==> src/rtl/pe_mac_accum.sv <==
// pe_mac_accum: multiply-accumulate unit for an Eyeriss processing element.
// Accumulates a group of cfg_len unsigned a*b products onto psum_init using a
// two-stage pipeline (registered multiply, then accumulate). Valid/ready
// handshakes are used on both the operand side and the result side.
// Optional build macro MAC_SAT_EN: when defined, the accumulator saturates to
// all-ones on carry-out. When undefined, it wraps modulo 2^ACC_W. In both
// builds the sticky ovf flag is set.
module pe_mac_accum #(
  parameter int DATA_W  = 8,
  parameter int ACC_W   = 16,
  parameter int MAX_LEN = 16,
  parameter int LEN_W   = $clog2(MAX_LEN + 1)
) (
  input  logic              clk,
  input  logic              rst_n,
  input  logic              clear,
  input  logic              start,
  input  logic [LEN_W-1:0]  cfg_len,
  input  logic [ACC_W-1:0]  psum_init,
  input  logic              in_valid,
  output logic              in_ready,
  input  logic [DATA_W-1:0] in_a,
  input  logic [DATA_W-1:0] in_b,
  output logic              out_valid,
  input  logic              out_ready,
  output logic [ACC_W-1:0]  out_psum,
  output logic              busy,
  output logic              ovf
);

  localparam int PROD_W = 2 * DATA_W;
  localparam logic [LEN_W-1:0] LEN_ONE = LEN_W'(1);
  localparam logic [LEN_W-1:0] LEN_MAX = LEN_W'(MAX_LEN);

  typedef enum logic [1:0] {
    IDLE  = 2'd0,
    ACC   = 2'd1,
    DRAIN = 2'd2,
    HOLD  = 2'd3
  } state_t;

  state_t              state;
  logic [LEN_W-1:0]    cnt;
  logic [LEN_W-1:0]    len;
  logic [PROD_W-1:0]   prod;
  logic                prod_vld;
  logic [ACC_W-1:0]    acc;
  logic [ACC_W:0]      sum;
  logic [ACC_W-1:0]    acc_next;
  logic [LEN_W-1:0]    cnt_next;
  logic [LEN_W-1:0]    len_clamped;
  logic                beat;
  logic                start_take;

  assign beat        = in_valid && in_ready;
  assign start_take  = start && (state == IDLE);
  assign cnt_next    = cnt + LEN_ONE;
  assign len_clamped = (cfg_len > LEN_MAX) ? LEN_MAX : cfg_len;

  // The extra top bit of sum is the carry-out of the ACC_W-bit add.
  assign sum = {1'b0, acc} + {{(ACC_W + 1 - PROD_W){1'b0}}, prod};

`ifdef MAC_SAT_EN
  assign acc_next = sum[ACC_W] ? {ACC_W{1'b1}} : sum[ACC_W-1:0];
`else
  assign acc_next = sum[ACC_W-1:0];
`endif

  assign in_ready  = (state == ACC) && (cnt < len);
  assign out_valid = (state == HOLD);
  assign busy      = (state != IDLE);
  assign out_psum  = acc;

  // Group sequencing: IDLE -> ACC -> DRAIN -> HOLD -> IDLE, with beat counting.
  // NOTE: sequential state uses non-blocking (<=) so every register samples
  // pre-edge values; blocking here would create order-dependent races.
  always_ff @(posedge clk or negedge rst_n) begin
    if (!rst_n) begin
      state <= IDLE;
      cnt   <= '0;
      len   <= '0;
    end else if (clear) begin
      state <= IDLE;
      cnt   <= '0;
      len   <= '0;
    end else begin
      case (state)
        IDLE: begin
          if (start) begin
            len   <= len_clamped;
            cnt   <= '0;
            state <= (len_clamped == '0) ? HOLD : ACC;
          end
        end
        ACC: begin
          if (beat) begin
            cnt <= cnt_next;
            if (cnt_next == len) state <= DRAIN;
          end
        end
        DRAIN: begin
          // Leave once the final product has been folded into acc.
          if (!prod_vld) state <= HOLD;
        end
        HOLD: begin
          if (out_ready) state <= IDLE;
        end
        default: state <= IDLE;
      endcase
    end
  end

  // Datapath: stage 1 registers the product, stage 2 accumulates it and tracks overflow.
  always_ff @(posedge clk or negedge rst_n) begin
    if (!rst_n) begin
      prod     <= '0;
      prod_vld <= 1'b0;
      acc      <= '0;
      ovf      <= 1'b0;
    end else if (clear) begin
      prod     <= '0;
      prod_vld <= 1'b0;
      acc      <= '0;
      ovf      <= 1'b0;
    end else begin
      prod_vld <= beat;
      if (beat) prod <= in_a * in_b;
      if (start_take) begin
        acc <= psum_init;
        ovf <= 1'b0;
      end else if (prod_vld) begin
        acc <= acc_next;
        if (sum[ACC_W]) ovf <= 1'b1;
      end
    end
  end

endmodule

==> config.mk <==
export PLATFORM = sky130hd
export DESIGN_NAME = pe_mac_accum
export DESIGN_NICKNAME = d
export VERILOG_FILES = /design/src/rtl/pe_mac_accum.sv
export SDC_FILE = /design/constraint.sdc
export NUM_CORES = 1
export LEC_CHECK = 0
export BUFFER_PORTS_ARGS = -buffer_cell sky130_fd_sc_hd__buf_2
export CAP_MARGIN = 20
export CORE_ASPECT_RATIO = 1.2
export CORE_MARGIN = 2
export CORE_UTILIZATION = 41
export CTS_BUF_LIST = sky130_fd_sc_hd__clkbuf_8 sky130_fd_sc_hd__clkbuf_16
export DETAILED_ROUTE_END_ITERATION = 7
export GPL_TIMING_DRIVEN = 0
export HOLD_SLACK_MARGIN = 0.08
export PLACE_DENSITY = 0.62
export SLEW_MARGIN = 20
export SYNTH_ARGS = -nofsm -noshare
export SYNTH_HDL_FRONTEND = slang
export SYNTH_SLANG_ARGS = --single-unit
export TNS_END_PERCENT = 30
==> constraint.sdc <==
create_clock -name clk -period 3.05 [get_ports clk]
set_input_delay 0 -clock clk [delete_from_list [all_inputs] [get_ports clk]]
set_output_delay 0 -clock clk [all_outputs]
set_load 0.05 [all_outputs]
==> results.cfg, run 1 <==
[clock_network]
h-tree-depth = 2
clkLatencyLatePin_ns = 0.30
clock_path_buffers = 2
cts_tree = done
cts_sinks = 46
clk_pin_slew_worst_paths_ns = 0.07
cts-root-buf = clkbuf_16
cts_inserted_buffers = 5

[timing]
min_period_ns = 3.412
relSlewSlack_pct = 44.51
setup_ws_ns = -0.3623
setup_tns_ns = -1.751
final_hold_viol_count = 0
tightest_slew_ns = 0.8278
post-route-period-util_pct = 111.9
skew_ns = 0.009597
final_max_slew_viol_count = 0
finalSetupViolCount = 6
rsz0062_at_grt = true
fmaxAchievable_mhz = 293.1

[place]
place_hpwl_um = 10300
dpl.cell_count = 835
place.gp.congestion = 0.8958
port-buffer-count = 62
pre_cts_slack_ns = -0.8328
dpl_cell_area_um2 = 5884

[pwr]
p_leak_nw = 3.096
ir_worst_vdd_mv = 0.3442
p_per_area_nw_per_um2 = 598.9

[synth]
avgSynthCellArea_um2 = 8.697
synth-edff-count = 0
async_flop_share_pct = 100.0
yosys_warnings = 0
yosysSeqAreaShare_pct = 21.73
ys.flop_type = dfrtp_1
ys_ff_latch = 46
synth_nets = 752
synthCells = 609
synth.distinct_cells = 54
syn_area_um2 = 5296

[global_routing]
grt_pass1_wl_um = 22150
grt_max_degree = 47
grt-ovfl-total = 0
antenna_found_initial = 0
grt_use_total_pct = 19.75
grt_pass1_vias = 4567

[floorplanning]
ios = 63
core-area_um2 = 12610
die_area_um2 = 13850
rows = 45
die_w_um = 107.8
initial_utilization_pct = 41.99
die_h_um = 128.5

[detailed_routing]
vias = 4655
wirelength_um = 13310
antenna_left = 0
wire_per_inst_um = 15.25
drt_iter0_drc = 190
viasPerCell = 5.332
dr.pass1.iters = 4
drcViolationCount = 0

[final_layout]
antenna_cells = 0
syn_to_final_growth_pct = 24.99
drive_gt1_share_pct = 18.19
num-fill-cells = 1168
num-nets-final = 851
post_layout_nonfiller_instances = 873
fin_area_um2 = 6620

[critical_path]
max_stage_delay_ns = 0.56
r2r_cells = 7
cp-start-kind = input port
crit_top_cell = fa_1
crit_slowest_cell = fa_1
cp_data_arrival_time_ns = 3.58
crit_fanout = 7
worstPathCellList = buf_8 -> and2_4 -> fa_1 -> fa_1 -> fa_1 -> inv_2 -> fa_1 -> inv_2 -> ha_4 -> a21oi_4 -> a21boi_1 -> a211o_1 -> a41oi_2 -> mux2i_1 -> nand3_1
required_ns = 3.22
path_class = in -> reg
endpoint_kind = register

[status]
outcome = finished with violations
violations = setup timing

[hold_path]
hold_depth = 3
hold_path_class = in -> reg

[run]
drv_cap = 0
[per-layer routing]
metal | GRT usage [%] | wire length [um] | up-vias
met3 | 2.077 | 381 | 11
met1 | 25.25 | 6017 | 2242
li1 | - | - | 2308
met4 | 5.656 | 179 | 0
met2 | 35.22 | 6736 | 94
met5 | 0 | 0 | -
[state kept, by name, indices dropped and copies added, names as in the netlist]
name      flops
out_psum     16
cnt           5
len           5
prod         16
prod_vld      1
state         2
ovf           1
[cell usage after synthesis, types with 2 or more instances]
| cell type | count | area, um^2 |
|---|---|---|
| a21oi_1 | 53 | 265.3 |
| inv_1 | 66 | 247.7 |
| o21a_1 | 2 | 15.01 |
| a21boi_0 | 3 | 22.52 |
| clkbuf_1 | 14 | 52.55 |
| a31oi_1 | 6 | 37.54 |
| nor4b_1 | 2 | 17.52 |
| nor3b_1 | 3 | 22.52 |
| nand2_1 | 60 | 225.2 |
| nor4_1 | 5 | 31.28 |
| a211oi_1 | 9 | 67.56 |
| o21ai_0 | 24 | 120.1 |
| a211o_1 | 3 | 26.28 |
| or3_1 | 4 | 25.02 |
| a311oi_1 | 7 | 61.31 |
| xor2_1 | 5 | 43.79 |
| nand4_1 | 5 | 31.28 |
| and3_1 | 6 | 37.54 |
| nor2b_1 | 5 | 31.28 |
| and2_1 | 54 | 337.8 |
| xnor2_1 | 20 | 175.2 |
| dfrtp_1 | 46 | 1151 |
| and4_1 | 3 | 26.28 |
| nand3_1 | 15 | 75.07 |
| mux2i_1 | 10 | 100.1 |
| fa_1 | 37 | 740.7 |
| buf_1 | 3 | 11.26 |
| o2111ai_1 | 2 | 17.52 |
| a21o_1 | 6 | 45.04 |
| or4_1 | 2 | 15.01 |
| nand3b_1 | 6 | 45.04 |
| ha_1 | 63 | 788.3 |
| o21bai_1 | 5 | 37.54 |
| o22ai_1 | 3 | 18.77 |
| o211ai_1 | 5 | 37.54 |
| nor2_1 | 20 | 75.07 |
| nor3_1 | 7 | 35.03 |
| nand2b_1 | 4 | 25.02 |
[critical path, delay by kind of cell]
| kind | cells | cell delay, ns |
|---|---|---|
| fa+ha+maj | 5 | 2.22 |
| simple gates | 2 | 0.24 |
| buf+inv | 3 | 0.19 |
| compound gates | 4 | 0.71 |
| mux | 1 | 0.21 |
[cell usage in the layout (no fill, tap or decap), types with 6 or more instances in the layout]
cell type,n
and3_1,6
a21oi_2,7
a21o_1,6
xnor2_1,20
nand2_1,55
o21ai_0,21
buf_4,7
and2_4,9
dlygate4sd3_1,24
a31oi_1,6
nand3_1,15
mux2i_1,10
dfrtp_1,46
buf_6,7
buf_2,49
clkbuf_1,14
a211oi_1,8
inv_1,62
nand3b_1,6
fa_1,33
ha_1,58
nor2_1,20
nor3_1,6
and2_1,45
a21oi_1,45
[area by class of cell]
class / count / area [um^2] / share of cell area (%)
inverters: 66 / 247.7 / 3.742
multi-input cells: 477 / 4036 / 60.97
flip-flops and latches: 46 / 1151 / 17.39
well taps: 164 / 205.2 / 3.100
plain buffers: 20 / 85.08 / 1.285
repair buffers: 92 / 725.7 / 10.96
clock buffers: 5 / 125.1 / 1.890
clock inverters: 3 / 43.79 / 0.6615
[cells by family (layout without fill, tap and decap cells)]
| kind of cell | Yosys count | in the layout | synth area share (%) |
|---|---|---|---|
| AOI/OAI and AO/OA | 138 | 138 | 16.58 |
| xor gates and xnor gates | 25 | 25 | 4.134 |
| adders and majority gates | 100 | 100 | 28.87 |
| buffers and inverters | 86 | 186 | 6.284 |
| DFF | 46 | 46 | 21.73 |
| muxes | 10 | 10 | 1.890 |
| and+or+nand+nor | 204 | 204 | 20.51 |
[path summary, 6_finish.rpt]
kind	start	slack, ns	to
max	in_b[4]	-0.36	prod[13]
min	psum_init[9]	0.08	out_psum[9]
max reg2reg	cnt[1]	0.27	prod[0]
min reg2reg	len[2]	0.52	len[2]
max in group asynchronous	rst_n	2.37	len[1]
min in group asynchronous	rst_n	0.24	out_psum[4]
[metrics by stage]
stage / utilization, % / hold WS (ns) / total power [mW]
2_1_floorplan: - / -0.2956 / 2.508
3_3_place_gp: 46.66 / 0.2442 / 2.986
3_5_place_dp: 46.66 / 0.2495 / 3.025
4_1_cts: 51.72 / 0.08208 / 3.907
5_1_grt: 52.49 / 0.1616 / 4.263
6_report: 52.49 / 0.07859 / 3.965
[what timing repair did]
| action | CTS | global route |
|---|---|---|
| hold endpoints to repair | 68 | 0 |
| setup buffers | 2 | 4 |
| gates resized for setup | 61 | 17 |
| setup endpoints to repair | 9 | 9 |
| pin swaps | 25 | 16 |
| hold buffers | 24 | 0 |
[where the power goes]
group | internal (mW) | switching (mW) | leakage [nW]
Clock | 0.389 | 0.253 | 0.0842
Sequential | 0.697 | 0.0818 | 0.627
Combinational | 1.04 | 1.50 | 2.38
Total | 2.13 | 1.83 | 3.10
No activity file was read; power rests on OpenSTA's default activity.
==> run 2: changes to the inputs <==
SKIP_CTS_REPAIR_TIMING = 1   (was default)
clock period = 3.8 ns   (was 3.05 ns; I/O delays follow)
==> run 2 against run 1 <==
Against the previous run: the run now ends clean; non-clock buffer count fell by 8; register-to-register slack better by 0.76 ns; flip-flop and latch count is the same; critical endpoint is now prod[15].
==> results.cfg, run 2 (same netlist as run 1, synthesis figures left out) <==
[critical_path]
crit_fanout = 8
cp_data_arrival_time_ns = 3.88
required_ns = 4.03
crit_top_cell = fa_1
worstPathCellList = clkbuf_4 -> and2_1 -> fa_1 -> fa_1 -> fa_1 -> inv_1 -> fa_1 -> inv_1 -> ha_4 -> nand3_1 -> a21boi_0 -> a211o_1 -> buf_4 -> nand4_1 -> a211o_1 -> nand3_1
max_stage_delay_ns = 0.56
crit_slowest_cell = fa_1
endpoint_kind = register
cp-start-kind = input port
path_class = in -> reg

[detailed_routing]
wire_per_inst_um = 15.16
viasPerCell = 5.320
drt_iter0_drc = 174
wirelength_um = 13110
dr.pass1.iters = 4
vias = 4602
antenna_left = 0
drcViolationCount = 0

[floorplanning]
initial_utilization_pct = 41.99
die_h_um = 128.5
rows = 45
ios = 63
die_area_um2 = 13850
die_w_um = 107.8
core-area_um2 = 12610

[final_layout]
final_common_cell = inv_1
antenna_cells = 0
drive_gt1_share_pct = 12.98
mostFrequentLayoutCells = inv_1, nand2_1, ha_1
post_layout_nonfiller_instances = 865
num-nets-final = 843
syn_to_final_growth_pct = 18.83
final_core_util_pct = 49.90
num-fill-cells = 1245
fin_area_um2 = 6294

[global_routing]
met2_usage_pct = 34.04
grt.met3_usage_pct = 1.672
grt-ovfl-total = 0
grt_use_total_pct = 19.10
grt_max_degree = 47
grtUsageMet1_pct = 24.44
antenna_found_initial = 0
top_usage_layer = met2
grt_pass1_vias = 4503
grt_pass1_wl_um = 21490

[clock_network]
clock_path_buffers = 2
h-tree-depth = 2
cts_inserted_buffers = 5
clkLatencyLatePin_ns = 0.30
cts_sinks = 46
clk_pin_slew_worst_paths_ns = 0.07
cts_tree = done
cts-root-buf = clkbuf_16

[place]
dpl_cell_area_um2 = 5823
pre_cts_slack_ns = -0.3409
port-buffer-count = 62
place.gp.congestion = 0.8902
place_hpwl_um = 10230
dpl.cell_count = 835

[status]
outcome = finished clean

[timing]
relSlewSlack_pct = 44.98
setup_ws_ns = 0.1491
holdWs_ns = 0.03395
skew_ns = 0.006137
setup_tns_ns = 0
post-route-period-util_pct = 96.08
finalSetupViolCount = 0
final_max_slew_viol_count = 0
min_period_ns = 3.651
fmaxAchievable_mhz = 273.9
tightest_slew_ns = 0.8208
final_hold_viol_count = 0

[hold_path]
hold_path_class = in -> reg

[pwr]
combPwrFrac_pct = 61.7
p_leak_nw = 2.989
p_int_mw = 1.595
p_per_area_nw_per_um2 = 477.4
swShare_pct = 46.91
total_power_mw = 3.004
p_seq_share_pct = 20.8
clkPwrFrac_pct = 17.5
ir_worst_vdd_mv = 0.2356
switchingPower_mw = 1.409

[run]
drv_cap = 0
==> run 2: cell count changes in the layout (fill, tap and decap cells not counted), sizes merged <==
| cell | before | now |
|---|---|---|
| buf | 73 | 65 |
| inv | 67 | 68 |
| clkinv | 1 | 0 |
| dlygate4sd3 | 24 | 21 |
| clkbuf | 20 | 23 |
==> run 2: metal layers <==
metal	wire length, um	part of all wire (%)
met4	299	2.3
met1	5775	44
met2	6572	50
met5	0	0
met3	466	3.6
==> run 2: layout make-up <==
cell class / count / area (um^2) / share of cell area [%]
repair buffers: 84 / 538.0 / 8.549
inverters: 66 / 247.7 / 3.936
multi-input cells: 477 / 3894 / 61.87
clock inverters: 3 / 47.55 / 0.7555
well taps: 164 / 205.2 / 3.260
clock buffers: 5 / 125.1 / 1.988
plain buffers: 20 / 85.08 / 1.352
flip-flops and latches: 46 / 1151 / 18.29
==> run 2: worst max-delay path, delay by kind of cell <==
| kind | cells | cell delay, ns |
|---|---|---|
| compound gates | 3 | 0.64 |
| fa+ha+maj | 5 | 2.37 |
| simple gates | 4 | 0.45 |
| buf+inv | 4 | 0.39 |
==> run 2: path summary, 6_finish.rpt <==
| check | startpoint | endpoint | slack (ns) | cells past startpoint |
|---|---|---|---|---|
| max | in_b[5] | prod[15] | 0.15 | 16 |
| min | psum_init[7] | out_psum[7] | 0.03 | 3 |
| max reg2reg | cnt[1] | prod[0] | 1.03 | 7 |
| min reg2reg | len[2] | len[2] | 0.53 | 2 |
| max in group asynchronous | rst_n | len[1] | 3.14 | 2 |
| min in group asynchronous | rst_n | out_psum[4] | 0.25 | 2 |
==> run 2: power groups by stage <==
stage | clock, mW | sequential [mW] | combinational, mW
floorplan | 0 | 0.758 | 1.17
global placement | 0 | 0.632 | 1.67
detailed placement | 0 | 0.635 | 1.69
CTS | 0.538 | 0.625 | 1.70
global route | 0.552 | 0.635 | 2.07
finish | 0.526 | 0.626 | 1.85
